--- src/rtl/cypher_lock_ctrl.sv ---
// cypher_lock_ctrl: sequencing controller for the cypher lock.
// Collects three decimal key digits, compares them with the stored password,
// and then opens, fails or locks out for a fixed number of clocks. While the
// lock is open, the password can be changed.
//
// Ports:
//   clk, rst          - system clock; asynchronous active-high reset
//   digit_in          - key value (only 0..9 accepted)
//   digit_valid       - one-cycle pulse that qualifies digit_in
//   confirm           - one-cycle pulse: submit the entry
//   clear             - one-cycle pulse: discard the entry
//   set_pw            - one-cycle pulse: enter password-change mode (OPEN only)
//   entered_password  - three display nibbles (4'hE = blank), newest digit in [3:0]
//   suffix            - status code for the low display digits
//   unlock            - lock actuator, high in OPEN and SETPW
//   alarm             - high in LOCKED
module cypher_lock_ctrl #(
  parameter logic [11:0] DEFAULT_PW  = 12'h123,
  parameter int unsigned MAX_FAIL    = 3,
  parameter logic [31:0] OPEN_CYCLES = 32'd500000000,
  parameter logic [31:0] FAIL_CYCLES = 32'd100000000,
  parameter logic [31:0] LOCK_CYCLES = 32'd1000000000
) (
  input  logic        clk,
  input  logic        rst,
  input  logic [3:0]  digit_in,
  input  logic        digit_valid,
  input  logic        confirm,
  input  logic        clear,
  input  logic        set_pw,
  output logic [11:0] entered_password,
  output logic [3:0]  suffix,
  output logic        unlock,
  output logic        alarm
);

  typedef enum logic [2:0] {
    ST_IDLE   = 3'd0,
    ST_ENTRY  = 3'd1,
    ST_CHECK  = 3'd2,
    ST_OPEN   = 3'd3,
    ST_FAIL   = 3'd4,
    ST_LOCKED = 3'd5,
    ST_SETPW  = 3'd6
  } state_t;

  localparam logic [11:0] BLANK_PW   = 12'hEEE;
  localparam logic [3:0]  MAX_FAIL_C = 4'(MAX_FAIL);

  state_t      state_r, state_nxt_s;
  logic [1:0]  count_r, count_nxt_s;
  logic [3:0]  fail_cnt_r, fail_nxt_s;
  logic [11:0] stored_pw_r, stored_nxt_s;
  logic [11:0] pw_nxt_s;
  logic [31:0] timer_r, timer_nxt_s;
  logic [31:0] timer_last_s;
  logic [3:0]  fail_inc_s;
  logic        digit_ok_s;
  logic [3:0]  suffix_nxt_s;
  logic        unlock_nxt_s;
  logic        alarm_nxt_s;

  assign digit_ok_s = digit_valid && (digit_in <= 4'd9) && (count_r < 2'd3);
  assign fail_inc_s = fail_cnt_r + 4'd1;

  // Terminal timer value for the current timed state (state lasts N cycles).
  always_comb begin
    timer_last_s = 32'd0;
    case (state_r)
      ST_OPEN:   timer_last_s = OPEN_CYCLES - 32'd1;
      ST_FAIL:   timer_last_s = FAIL_CYCLES - 32'd1;
      ST_LOCKED: timer_last_s = LOCK_CYCLES - 32'd1;
      default:   timer_last_s = 32'd0;
    endcase
  end

  // State and datapath registers, including the registered Moore outputs.
  always_ff @(posedge clk or posedge rst) begin
    if (rst) begin
      state_r          <= ST_IDLE;
      entered_password <= BLANK_PW;
      count_r          <= 2'd0;
      fail_cnt_r       <= 4'd0;
      stored_pw_r      <= DEFAULT_PW;
      timer_r          <= 32'd0;
      suffix           <= 4'h0;
      unlock           <= 1'b0;
      alarm            <= 1'b0;
    end else begin
      state_r          <= state_nxt_s;
      entered_password <= pw_nxt_s;
      count_r          <= count_nxt_s;
      fail_cnt_r       <= fail_nxt_s;
      stored_pw_r      <= stored_nxt_s;
      timer_r          <= timer_nxt_s;
      suffix           <= suffix_nxt_s;
      unlock           <= unlock_nxt_s;
      alarm            <= alarm_nxt_s;
    end
  end

  // Next-state and datapath update. Input priority is clear > confirm > digit;
  // the timer defaults to 0 so every timed state starts counting from zero.
  always_comb begin
    state_nxt_s  = state_r;
    pw_nxt_s     = entered_password;
    count_nxt_s  = count_r;
    fail_nxt_s   = fail_cnt_r;
    stored_nxt_s = stored_pw_r;
    timer_nxt_s  = 32'd0;
    case (state_r)
      ST_IDLE, ST_ENTRY: begin
        if (clear) begin
          pw_nxt_s    = BLANK_PW;
          count_nxt_s = 2'd0;
          state_nxt_s = ST_IDLE;
        end else if (confirm) begin
          if ((state_r == ST_ENTRY) && (count_r == 2'd3)) begin
            state_nxt_s = ST_CHECK;
          end else begin
            state_nxt_s = state_r;
          end
        end else if (digit_ok_s) begin
          pw_nxt_s    = {entered_password[7:0], digit_in};
          count_nxt_s = count_r + 2'd1;
          state_nxt_s = ST_ENTRY;
        end else begin
          state_nxt_s = state_r;
        end
      end
      ST_CHECK: begin
        if (entered_password == stored_pw_r) begin
          state_nxt_s = ST_OPEN;
          fail_nxt_s  = 4'd0;
        end else if (fail_inc_s == MAX_FAIL_C) begin
          state_nxt_s = ST_LOCKED;
          fail_nxt_s  = fail_inc_s;
        end else begin
          state_nxt_s = ST_FAIL;
          fail_nxt_s  = fail_inc_s;
        end
      end
      ST_OPEN, ST_FAIL, ST_LOCKED: begin
        // set_pw only matters in OPEN and wins over the timeout.
        if ((state_r == ST_OPEN) && set_pw) begin
          state_nxt_s = ST_SETPW;
          pw_nxt_s    = BLANK_PW;
          count_nxt_s = 2'd0;
        end else if (timer_r == timer_last_s) begin
          state_nxt_s = ST_IDLE;
          pw_nxt_s    = BLANK_PW;
          count_nxt_s = 2'd0;
          if (state_r == ST_LOCKED) begin
            fail_nxt_s = 4'd0;
          end else begin
            fail_nxt_s = fail_cnt_r;
          end
        end else begin
          timer_nxt_s = timer_r + 32'd1;
        end
      end
      ST_SETPW: begin
        if (clear) begin
          pw_nxt_s    = BLANK_PW;
          count_nxt_s = 2'd0;
        end else if (confirm) begin
          if (count_r == 2'd3) begin
            stored_nxt_s = entered_password;
            state_nxt_s  = ST_IDLE;
            pw_nxt_s     = BLANK_PW;
            count_nxt_s  = 2'd0;
          end else begin
            state_nxt_s = ST_SETPW;
          end
        end else if (digit_ok_s) begin
          pw_nxt_s    = {entered_password[7:0], digit_in};
          count_nxt_s = count_r + 2'd1;
        end else begin
          state_nxt_s = ST_SETPW;
        end
      end
      default: begin
        state_nxt_s = ST_IDLE;
        pw_nxt_s    = BLANK_PW;
        count_nxt_s = 2'd0;
      end
    endcase
  end

  // Output values for the upcoming state; CHECK keeps the previous suffix.
  always_comb begin
    suffix_nxt_s = suffix;
    unlock_nxt_s = 1'b0;
    alarm_nxt_s  = 1'b0;
    case (state_nxt_s)
      ST_IDLE:   suffix_nxt_s = 4'h0;
      ST_ENTRY:  suffix_nxt_s = {2'b00, count_nxt_s};
      ST_CHECK:  suffix_nxt_s = suffix;
      ST_OPEN: begin
        suffix_nxt_s = 4'h8;
        unlock_nxt_s = 1'b1;
      end
      ST_FAIL:   suffix_nxt_s = fail_nxt_s;
      ST_LOCKED: begin
        suffix_nxt_s = 4'hF;
        alarm_nxt_s  = 1'b1;
      end
      ST_SETPW: begin
        suffix_nxt_s = {2'b00, count_nxt_s};
        unlock_nxt_s = 1'b1;
      end
      default:   suffix_nxt_s = 4'h0;
    endcase
  end

endmodule

--- config.mk ---
export PLATFORM = sky130hd
export DESIGN_NAME = cypher_lock_ctrl
export DESIGN_NICKNAME = d
export VERILOG_FILES = /design/src/rtl/cypher_lock_ctrl.sv
export SDC_FILE = /design/constraint.sdc
export NUM_CORES = 1
export LEC_CHECK = 0
export BUFFER_PORTS_ARGS = -buffer_cell sky130_fd_sc_hd__buf_4
export CAP_MARGIN = 20
export CORE_MARGIN = 8
export CORE_UTILIZATION = 36
export CTS_CLUSTER_DIAMETER = 150
export DETAILED_ROUTE_END_ITERATION = 8
export SLEW_MARGIN = 20
export SYNTH_ARGS = -nofsm -noshare
export SYNTH_HDL_FRONTEND = slang
export SYNTH_SLANG_ARGS = --single-unit
export TNS_END_PERCENT = 5
--- constraint.sdc ---
create_clock -name clk -period 2.6 [get_ports clk]
set_input_delay 0.13 -clock clk [delete_from_list [all_inputs] [get_ports clk]]
set_output_delay 0.13 -clock clk [all_outputs]
set_load 0.05 [all_outputs]
==> impl_metrics.env, run 1 <==
export IMPL_status="finished, final reports clean"
export IMPL_crit_top_cell="a21o_1"
export IMPL_critPathCaptureType="register"
export IMPL_syn_avg_cell_area_sq_um=10.1
export IMPL_post_cts_buffers=0
export IMPL_path_class="register to register"
export IMPL_fin_tns_setup_ns=0
export IMPL_cts_buffers=9
export IMPL_netlist_area_sq_um=3880
export IMPL_cts_tree="done"
export IMPL_seqPwrFrac_pct=53.8
export IMPL_r2r_start="state_r[1]"
export IMPL_postLayoutCoreUtil_pct=42.9
export IMPL_cts_sinks=71
export IMPL_p_clk_share_pct=34.8
export IMPL_clockBufferDepth=2
export IMPL_io_pins=28
export IMPL_grt_max_degree=72
export IMPL_cp_endpoint="count_r[0]"
export IMPL_finClkSkew_ns=0.0122
export IMPL_synth_fa_ha_area_share_pct=1.93
export IMPL_wl_mm=8.69
export IMPL_hp_class="primary input to register"
export IMPL_vias=2993
export IMPL_die_y_um=120
export IMPL_worst_pin_slew_ns=0.494
export IMPL_clk_latency_ns=0.35
export IMPL_post_route_period_util_pct=93.7
export IMPL_finalCriticalPeriod_ns=2.44
export IMPL_p_leak_uw=0.00192
export IMPL_report_final_slew_viol_count=0
export IMPL_remaining_drc_errors=0
export IMPL_fin_nets=446
export IMPL_htreeDepth=3
export IMPL_power_density_nw_per_um2=545
export IMPL_core_area_sq_um=10700
export IMPL_timing_fmax_mhz=410
export IMPL_p_comb_share_pct=11.4
export IMPL_synth_top_family_by_area="simple AND/OR/NAND/NOR gates"
export IMPL_ant_nets=0
export IMPL_synth_distinct_cells=55
export IMPL_critPathRequiredTime_ns=2.85
export IMPL_critPathArrivalTime_ns=2.68
export IMPL_synth_seq_cells=71
export IMPL_cts_clk_slew_worst_paths_ns=0.08
export IMPL_place_gp_congestion=0.832
export IMPL_grt_usage_pct=12.8
export IMPL_max_cap_violations=0
export IMPL_routedWlPerCell_um=15.1
export IMPL_grt_pass1_vias=2950
export IMPL_first_iter_violations=202
export IMPL_worst_r2r_setup_slack_ns=0.16
export IMPL_yosys_area_share_simple_pct=20.4
export IMPL_p_sw_share_pct=29.0
export IMPL_seq_area_frac_synth_pct=46.2
export IMPL_critical_path_cell_chain="xor2_1 -> a2111oi_1 -> o2111ai_2 -> a2111oi_4 -> a21o_1 -> buf_12 -> nand2_1 -> a21o_1"
export IMPL_nFillCells=1058
export IMPL_initial_core_util_pct=36.3
export IMPL_synth_xor_area_share_pct=10.6
export IMPL_switchingPower_uw=724
export IMPL_clockRootBuffer="clkbuf_8"
export IMPL_start_kind="register"
export IMPL_io_buffer_count=27
export IMPL_antenna_diode_count=0
export IMPL_viasPerCell=5.21
export IMPL_final_hold_viol_count=0
export IMPL_syn2layout_area_growth_pct=18.2
export IMPL_grt_overflow_total=0
export IMPL_fp_dieW_um=120
export IMPL_drt_first_pass_iters=4
export IMPL_detailed_place_hpwl_mm=6.25
export IMPL_worstRegToRegCells=8
export IMPL_layout_drive_gt1_share_pct=24.6
export IMPL_synth_compound_area_share_pct=13.1
export IMPL_startpoint="state_r[1]"
export IMPL_grt_first_pass_wirelength_mm=15.0
export IMPL_max_stage_delay_ns=0.46
export IMPL_die_area_sq_um=14400
export IMPL_peakVddDrop_uv=226
export IMPL_cp_slowest_cell="a2111oi_1"
export IMPL_rows=38
export IMPL_netlist_instances=384
export IMPL_yosys_warnings=0
export IMPL_syn_num_nets=400
export IMPL_setup_viol=0
export IMPL_postSynth_asyncResetShare_pct=100
export IMPL_synth_edf_count=0
export IMPL_crit_fanout=34
export IMPL_antenna_found_initial=0
export IMPL_intPower_uw=1780
export IMPL_r2r_end="count_r[0]"
export IMPL_slew_headroom_pct=66.6
export IMPL_ys_flop_type="dfrtp_1"
export IMPL_synth_mux_area_share_pct=4.29
-- power by group through the flow --
stage	Combinational (uW)	Clock [uW]	Sequential [uW]
3_5_place_dp	281	0	1360
6_report	285	871	1350
5_1_grt	330	942	1360
3_3_place_gp	274	0	1360
4_1_cts	286	904	1340
2_1_floorplan	223	0	1320
-- placed cells by master, fill, tap and decap left out, types with 3 or more instances in the layout --
cell and n:
a21o_1 4, a21oi_1 12, a22o_1 5, a31o_2 3
a31oi_1 5, and2_1 4, and3_1 11, and4_1 6
buf_4 47, clkbuf_8 10, dfrtp_1 58, dfstp_2 13
ha_1 6, inv_1 8, mux2_2 13, nand2_1 22
nand2b_1 5, nand3_1 15, nand4_1 11, nor2_1 49
nor2b_1 6, nor3_1 7, nor4_1 6, o21ai_0 8
o22a_1 9, xnor2_1 25, xor2_1 22
-- critical path, delay by kind of cell (launching register included) --
kind,cells,cell delay (ns)
compound gates,5,1.40
buf+inv,1,0.22
flops,1,0.43
simple gates,1,0.09
xor+xnor,1,0.19
-- logic make-up after synthesis --
family                     count (synthesis)
buffers and inverters                     26
adders and majority gates                  6
muxes                                     15
DFF                                       71
and+or+nand+nor                          154
AOI/OAI and AO/OA                         65
xor gates and xnor gates                  47
-- what timing repair did --
action,CTS,global route
resized for setup,0,4
hold buffers,2,0
hold endpoints to repair,59,0
setup endpoints to repair,0,18
-- flip-flops by register name, indices dropped and copies added, names as in the netlist, 2 cells and up --
name and cells:
timer_r 32, entered_password 12, stored_pw_r 12, fail_cnt_r 4
suffix 4, state_r 3, count_r 2
-- synth_stat cells, drive strengths merged (2+ instances only) --
library cell,n,area share (%)
a2111oi,2,0.97
a21o,4,0.77
a21oi,12,1.5
a22o,5,1.1
a22oi,2,0.39
a31o,3,0.68
a31oi,5,0.81
a41oi,2,0.45
and2,4,0.64
and3,11,1.8
and4,6,1.4
buf,10,1.9
clkbuf,6,0.58
dfrtp,58,37
dfstp,13,8.8
ha,6,1.9
inv,9,0.87
mux2,13,3.8
mux2i,2,0.52
nand2,22,2.1
nand2b,5,0.81
nand3,16,2.2
nand4,11,1.8
nor2,50,4.8
nor2b,6,0.97
nor3,8,1.0
nor4,6,0.97
o21a,2,0.39
o21ai,8,1.0
o22a,9,2.0
or2,2,0.32
or4,2,0.48
xnor2,25,5.6
xor2,22,5.0
-- metal layers --
layer | global-route usage [%] | part of all wire [%]
met3 | 3.24 | 3.2
met2 | 19.6 | 47
met5 | 0 | 0
met1 | 17.1 | 48
met4 | 4.76 | 1.7
-- metrics by stage --
stage / instances / cell area (sq um) / hold slack (ns) / worst slack (ns) / power (uW)
after floorplan: 384 / 3880 / 0.270 / 0.326 / 1540
after global placement: 557 / 4350 / 0.247 / 0.137 / 1630
after detailed placement: 557 / 4350 / 0.258 / 0.0591 / 1640
after CTS: 575 / 4570 / 0.00282 / 0.0401 / 2530
after global routing: 575 / 4590 / 0.00730 / -0.0471 / 2630
final: 575 / 4590 / 0.0191 / 0.163 / 2500
-- how the worst min path moves through the flow --
| stage | startpoint | endpoint | slack (ns) | cells past startpoint |
|---|---|---|---|---|
| 2_1_floorplan | digit_in[0] | entered_password[0] | 0.27 | 1 |
| 3_3_place_gp | rst | stored_pw_r[10] | 0.25 | 3 |
| 3_5_place_dp | rst | stored_pw_r[10] | 0.26 | 3 |
| 4_1_cts | digit_in[1] | entered_password[1] | 0.003 | 2 |
| 5_1_grt | digit_in[1] | entered_password[1] | 0.007 | 2 |
| 6_report | digit_in[1] | entered_password[1] | 0.02 | 2 |
-- area by class of cell --
class	count	area, sq um	share of cell area [%]
Multi-Input combinational cell	287	1970	42.9
Sequential cell	71	1790	39.1
Timing Repair Buffer	51	413	9.00
Tap cell	140	175	3.82
Clock buffer	11	163	3.55
Clock inverter	5	37.5	0.818
Inverter	10	37.5	0.818
(Power assumes the default switching activity.)
==> run 2, diff against run 1 <==
GPL_TIMING_DRIVEN = 0   (was unset)
clock period = 2.3 ns   (was 2.6 ns; I/O delays follow)
==> run 2 against run 1 <==
Net effect: the run now ends with negative setup slack left; clock power grew 41%; wire length grew 5.8%; critical path depth grew 1; final cell count grew 2.1%; via count grew 1.4%; first-iteration DRC count grew 3.5%; register-to-register slack lost 0.24 ns.
==> impl_metrics.env, run 2 (synthesis results as in run 1) <==
export IMPL_clockBufferDepth=2
export IMPL_routedWlPerCell_um=15.7
export IMPL_drt_first_pass_iters=4
export IMPL_whs_path_depth=2
export IMPL_holdWs_ns=0.0144
export IMPL_start_kind="register"
export IMPL_critPathArrivalTime_ns=2.67
export IMPL_ant_nets=0
export IMPL_power_density_nw_per_um2=653
export IMPL_finalCriticalPeriod_ns=2.38
export IMPL_worst_r2r_setup_slack_ns=-0.08
export IMPL_mostFrequentLayoutCells="dfrtp_1, nor2_1, buf_4, xnor2_1, nand2_1"
export IMPL_regMostFlops="timer_r"
export IMPL_place_gp_congestion=0.825
export IMPL_vias=3036
export IMPL_rsz0062_at_grt="true"
export IMPL_antenna_diode_count=0
export IMPL_cts_buffers=9
export IMPL_layout_drive_gt1_share_pct=31.8
export IMPL_die_y_um=120
export IMPL_grt_pass1_vias=3095
export IMPL_worstRegToRegCells=9
export IMPL_post_route_period_util_pct=104
export IMPL_worst_pin_slew_ns=0.700
export IMPL_cts_clk_slew_worst_paths_ns=0.07
export IMPL_total_power_uw=3200
export IMPL_die_area_sq_um=14400
export IMPL_viasPerCell=5.17
export IMPL_path_class="register to register"
export IMPL_finClkSkew_ns=0.0134
export IMPL_grt_first_pass_wirelength_mm=15.2
export IMPL_cts_sinks=71
export IMPL_final_hold_viol_count=0
export IMPL_slew_headroom_pct=53.0
export IMPL_io_buffer_count=27
export IMPL_htreeDepth=3
export IMPL_report_final_slew_viol_count=0
export IMPL_timing_fmax_mhz=420
export IMPL_io_pins=28
export IMPL_detailed_place_hpwl_mm=6.13
export IMPL_wl_mm=9.19
export IMPL_max_cap_violations=0
export IMPL_antenna_found_initial=0
export IMPL_fin_tns_setup_ns=-0.782
export IMPL_grt_usage_pct=12.9
export IMPL_clk_latency_ns=0.35
export IMPL_hp_class="primary input to register"
export IMPL_final_common_cell="dfrtp_1"
export IMPL_clockRootBuffer="clkbuf_8"
export IMPL_design_area_sq_um=4900
export IMPL_p_leak_uw=0.00204
export IMPL_core_area_sq_um=10700
export IMPL_fin_nets=458
export IMPL_rows=38
export IMPL_syn2layout_area_growth_pct=26.3
export IMPL_crit_fanout=5
export IMPL_grt_max_degree=38
export IMPL_remaining_drc_errors=0
export IMPL_status="complete, but fails checks"
export IMPL_placed_cell_area_sq_um=4280
export IMPL_cts_tree="done"
export IMPL_failed_checks="negative setup slack"
export IMPL_fp_dieW_um=120
export IMPL_setup_ws_ns=-0.0812
export IMPL_largest_reg_flops=32
export IMPL_nFillCells=998
export IMPL_first_iter_violations=209
export IMPL_grt_overflow_total=0
export IMPL_peakVddDrop_uv=510
export IMPL_setup_viol=16
export IMPL_critPathRequiredTime_ns=2.59
export IMPL_initial_core_util_pct=36.3
export IMPL_reg_top3="timer_r (32), entered_password (12), stored_pw_r (12)"
export IMPL_critPathCaptureType="register"
-- run 2: changes by cell type in the layout (fill, tap and decap cells not counted), sizes merged --
cell / change
dlygate4sd3: +1
clkbuf: +2
bufinv: +3
clkinvlp: -1
buf: +7
-- run 2: path summary, 6_finish.rpt --
kind | start | end
setup / recovery | timer_r[1] | entered_password[9]
hold / removal | digit_in[2] | entered_password[2]
setup reg to reg | timer_r[1] | entered_password[9]
hold reg to reg | stored_pw_r[6] | stored_pw_r[6]
max in group asynchronous | rst | entered_password[10]
min in group asynchronous | rst | timer_r[28]
-- run 2: critical path: stages, from the launching register on --
cell and delay [ns]:
dfrtp_2 0.45, nor4_4 0.28, nand3_1 0.13, mux2_4 0.32, a2111oi_4 0.36, a21o_1 0.21, buf_6 0.14, o311a_4 0.19
buf_6 0.12, o22a_1 0.13
-- run 2: metal layers --
layer | part of all wire (%) | GRT usage, % | wire length [um]
met4 | 1.3 | 4.84 | 121
met5 | 0 | 0 | 0
met3 | 3.3 | 3.01 | 303
met1 | 46 | 16.5 | 4250
met2 | 49 | 20.9 | 4510
-- run 2: area by class of cell --
cell class / instances / area (sq um) / share of cell area [%]
multi-input combinational: 287 / 2150 / 43.8
sequential: 71 / 1800 / 36.7
timing repair buffer: 48 / 385 / 7.86
tap: 140 / 175 / 3.57
clock buffer: 9 / 124 / 2.53
clock inverter: 7 / 120 / 2.45
buffer: 15 / 111 / 2.27
inverter: 10 / 41.3 / 0.842
-- run 2: metrics by stage --
stage,worst slack (ns),utilization (%),cells
5_1_grt,-0.231,45.8,587
3_3_place_gp,-0.483,39.8,551
3_5_place_dp,-0.348,40.0,552
6_report,-0.0812,45.8,587
4_1_cts,-0.107,44.7,582
2_1_floorplan,0.0261,-,384
-- run 2: report_power, final --
part | internal [uW] | switching, uW | leakage, uW
Sequential | 1370 | 171 | 0.000827
Combinational | 220 | 216 | 0.00109
Clock | 724 | 501 | 0.000120
Total | 2310 | 888 | 0.00204
-- run 2: repair_timing --
| action | CTS | global route |
|---|---|---|
| gates resized for setup | 33 | 20 |
| hold endpoints to repair | 24 | 0 |
| setup endpoints to repair | 67 | 65 |
| cloned | 2 | 0 |
| pin swaps | 9 | 9 |
| setup buffers | 10 | 5 |
| hold buffers | 3 | 0 |
==> run 3, diff against run 2 <==
ABC_AREA = 1   (was unset)
CORE_UTILIZATION = 49   (was 36)
PLACE_DENSITY = 0.67   (was unset)
==> run 3 against run 2 <==
Net effect: the flow now finishes without violations; sequential share of layout area is 1.7 points higher; wire length up 2.4%; synthesized area rose by 6.3%; critical path depth increased by 2; sequential cell count unchanged; synthesized cell count up 36%; first-iteration DRC count decreased by 17%; maximum frequency up 6.1%; critical path type unchanged.
==> impl_metrics.env, run 3 <==
export IMPL_setup_viol=0
export IMPL_clk_latency_ns=0.34
export IMPL_setup_ws_ns=0.0560
export IMPL_syn2layout_area_growth_pct=13.2
export IMPL_critPathArrivalTime_ns=2.47
export IMPL_first_iter_violations=173
export IMPL_synth_top_family_by_area="simple AND/OR/NAND/NOR gates"
export IMPL_io_buffer_count=27
export IMPL_synth_distinct_cells=41
export IMPL_grt_overflow_total=0
export IMPL_clockRootBuffer="clkbuf_8"
export IMPL_cts_buffers=9
export IMPL_critPathRequiredTime_ns=2.53
export IMPL_worst_pin_slew_ns=0.553
export IMPL_timing_fmax_mhz=446
export IMPL_worst_r2r_setup_slack_ns=0.06
export IMPL_antenna_diode_count=0
export IMPL_post_route_period_util_pct=97.6
export IMPL_grt_usage_pct=17.2
export IMPL_mostFrequentLayoutCells="nand2_1, nor2_1, dfrtp_1, inv_1, nand3_1"
export IMPL_synth_edf_count=0
export IMPL_initial_core_util_pct=50.4
export IMPL_core_area_sq_um=8180
export IMPL_hp_class="primary input to register"
export IMPL_yosys_top_cells_area="dfrtp_1, nand2_1, dfstp_2"
export IMPL_final_common_cell="nand2_1"
export IMPL_synth_seq_cells=71
export IMPL_slew_headroom_pct=63.1
export IMPL_antenna_found_initial=0
export IMPL_power_density_nw_per_um2=567
export IMPL_viasPerCell=5.29
export IMPL_yosys_warnings=0
export IMPL_wl_mm=9.41
export IMPL_path_delay_family="simple AND/OR/NAND/NOR gates"
export IMPL_fin_nets=576
export IMPL_synth_top_area_share_pct=35.2
export IMPL_synth_top_area_cell="dfrtp_1"
export IMPL_r2r_start="timer_r[0]"
export IMPL_ys_flop_type="dfrtp_1"
export IMPL_max_cap_violations=0
export IMPL_syn_avg_cell_area_sq_um=7.92
export IMPL_finalCriticalPeriod_ns=2.24
export IMPL_htreeDepth=3
export IMPL_post_cts_buffers=0
export IMPL_yosys_area_share_simple_pct=29.9
export IMPL_r2r_end="timer_r[24]"
export IMPL_yosys_cell_count_top_type="nand2_1"
export IMPL_synth_compound_area_share_pct=8.80
export IMPL_grt_pass1_vias=3502
export IMPL_regMostFlops="timer_r"
export IMPL_cts_tree="done"
export IMPL_seq_area_frac_synth_pct=43.5
export IMPL_reg_top3="timer_r (32), entered_password (12), stored_pw_r (12)"
export IMPL_min_from="digit_in[2]"
export IMPL_critical_path_cell_chain="ha_1 -> nand3_2 -> nor2_2 -> nand4_1 -> nor2_2 -> nand3_1 -> nor2_4 -> nand4_1 -> nor2_1 -> nand2_1 -> nor3b_2"
export IMPL_routedWlPerCell_um=14.0
export IMPL_grt_first_pass_wirelength_mm=16.2
export IMPL_fp_dieW_um=108
export IMPL_die_y_um=108
export IMPL_cts_sinks=71
export IMPL_rsz0062_at_grt="true"
export IMPL_worstRegToRegCells=11
export IMPL_start_kind="register"
export IMPL_netlist_area_sq_um=4120
export IMPL_finClkSkew_ns=0.0108
export IMPL_status="finished, final reports clean"
export IMPL_path_class="register to register"
export IMPL_synth_fa_ha_area_share_pct=1.82
export IMPL_report_final_slew_viol_count=0
export IMPL_remaining_drc_errors=0
export IMPL_syn_num_nets=537
export IMPL_grt_max_degree=51
export IMPL_postSynth_asyncResetShare_pct=100
export IMPL_critPathCaptureType="register"
export IMPL_synth_mux_area_share_pct=2.46
export IMPL_whs_path_depth=3
export IMPL_synthTopCellsByCount="nand2_1, nor2_1, dfrtp_1, inv_1, nand3_1"
export IMPL_crit_fanout=6
export IMPL_place_gp_congestion=0.879
export IMPL_die_area_sq_um=11600
export IMPL_cp_slowest_cell="dfrtp_1"
export IMPL_layout_drive_gt1_share_pct=17.5
export IMPL_postLayoutCoreUtil_pct=57.1
export IMPL_clockBufferDepth=2
export IMPL_placed_cell_area_sq_um=4490
export IMPL_p_leak_uw=0.00212
export IMPL_path_buf_inv=0
export IMPL_max_stage_delay_ns=0.42
export IMPL_nFillCells=779
export IMPL_peakVddDrop_uv=483
export IMPL_rows=33
export IMPL_detailed_place_hpwl_mm=7.03
export IMPL_largest_reg_flops=32
export IMPL_whs_endpoint="entered_password[2]"
export IMPL_place_ws_ns=0.0654
export IMPL_netlist_instances=521
export IMPL_cts_clk_slew_worst_paths_ns=0.07
export IMPL_ant_nets=0
export IMPL_drt_first_pass_iters=5
export IMPL_io_pins=28
export IMPL_vias=3543
export IMPL_final_hold_viol_count=0
export IMPL_design_area_sq_um=4670
export IMPL_synth_xor_area_share_pct=6.80
==> run 3: cell types whose count changed in the layout (fill, tap and decap cells not counted), sizes merged, moves of 9 or more <==
| cell | previous run | this run |
|---|---|---|
| nor3 | 8 | 17 |
| nor2 | 50 | 79 |
| nand2 | 22 | 110 |
| o21ai | 8 | 40 |
| and3 | 11 | 0 |
| o22a | 9 | 0 |
| inv | 10 | 55 |
| xnor2 | 25 | 13 |
| nand3 | 16 | 39 |
| buf | 56 | 33 |
==> run 3: kinds of logic (layout without fill, tap and decap cells) <==
family	Yosys count	after routing
fa+ha+maj	6	6
mux	9	9
compound gates	67	67
buf+inv	67	111
simple gates	269	269
xor+xnor	32	32
flops	71	71
==> run 3: power by group <==
| part | total, uW | internal, uW | leakage (uW) | switching (uW) |
|---|---|---|---|---|
| clock network | 841 | 389 | 0.0000841 | 452 |
| logic | 406 | 150 | 0.00110 | 256 |
| registers | 1400 | 1330 | 0.000939 | 72.3 |
| total | 2650 | 1870 | 0.00212 | 781 |
==> run 3: final cells by class <==
cell class	count	area, sq um	share of cell area [%]
clock buffer	12	135	2.90
sequential	71	1790	38.4
tap	105	131	2.82
clock inverter	4	23.8	0.509
multi-input combinational	383	2060	44.2
inverter	56	216	4.64
buffer	10	63.8	1.37
timing repair buffer	29	240	5.15
==> run 3: worst max-delay path by stage <==
stage,startpoint,to,slack (ns),depth (start not counted)
3_3_place_gp,rst,fail_cnt_r[0],-0.52,2
5_1_grt,timer_r[0],timer_r[24],-0.11,11
6_report,timer_r[0],timer_r[24],0.06,11
2_1_floorplan,rst,alarm,0.41,1
3_5_place_dp,timer_r[0],timer_r[24],0.07,11
4_1_cts,timer_r[0],timer_r[24],0.05,11
==> run 3: stage by stage <==
stage | hold WS, ns | instances | power, uW | TNS, ns
after floorplan | 0.286 | 521 | 1700 | 0
after global placement | 0.397 | 653 | 1810 | -29.93
after detailed placement | 0.100 | 654 | 1830 | 0
after CTS | 0.0404 | 671 | 2680 | 0
after global routing | 0.0693 | 670 | 2780 | -0.149
final | 0.0538 | 670 | 2650 | 0
==> run 3: worst reg2reg max path: stages, from the launching register on <==
cell and delay [ns]:
dfrtp_1 0.42, ha_1 0.22, nand3_2 0.12, nor2_2 0.14, nand4_1 0.14, nor2_2 0.18
nand3_1 0.14, nor2_4 0.18, nand4_1 0.21, nor2_1 0.19, nand2_1 0.06, nor3b_2 0.15
==> run 3: repair_timing <==
action / 4_1_cts / 5_1_grt
endpoints found under the hold margin: 21 / 0
endpoints found under the setup margin: 0 / 7
resized for setup: 0 / 3
hold buffers: 1 / 0
==> run 3: per-layer routing <==
layer	up-vias	global-route usage (%)	routed length [um]
li1	1783	-	-
met1	1673	22.0	4450
met3	13	3.17	410
met5	-	0	0
met4	0	6.74	159
met2	74	28.1	4380
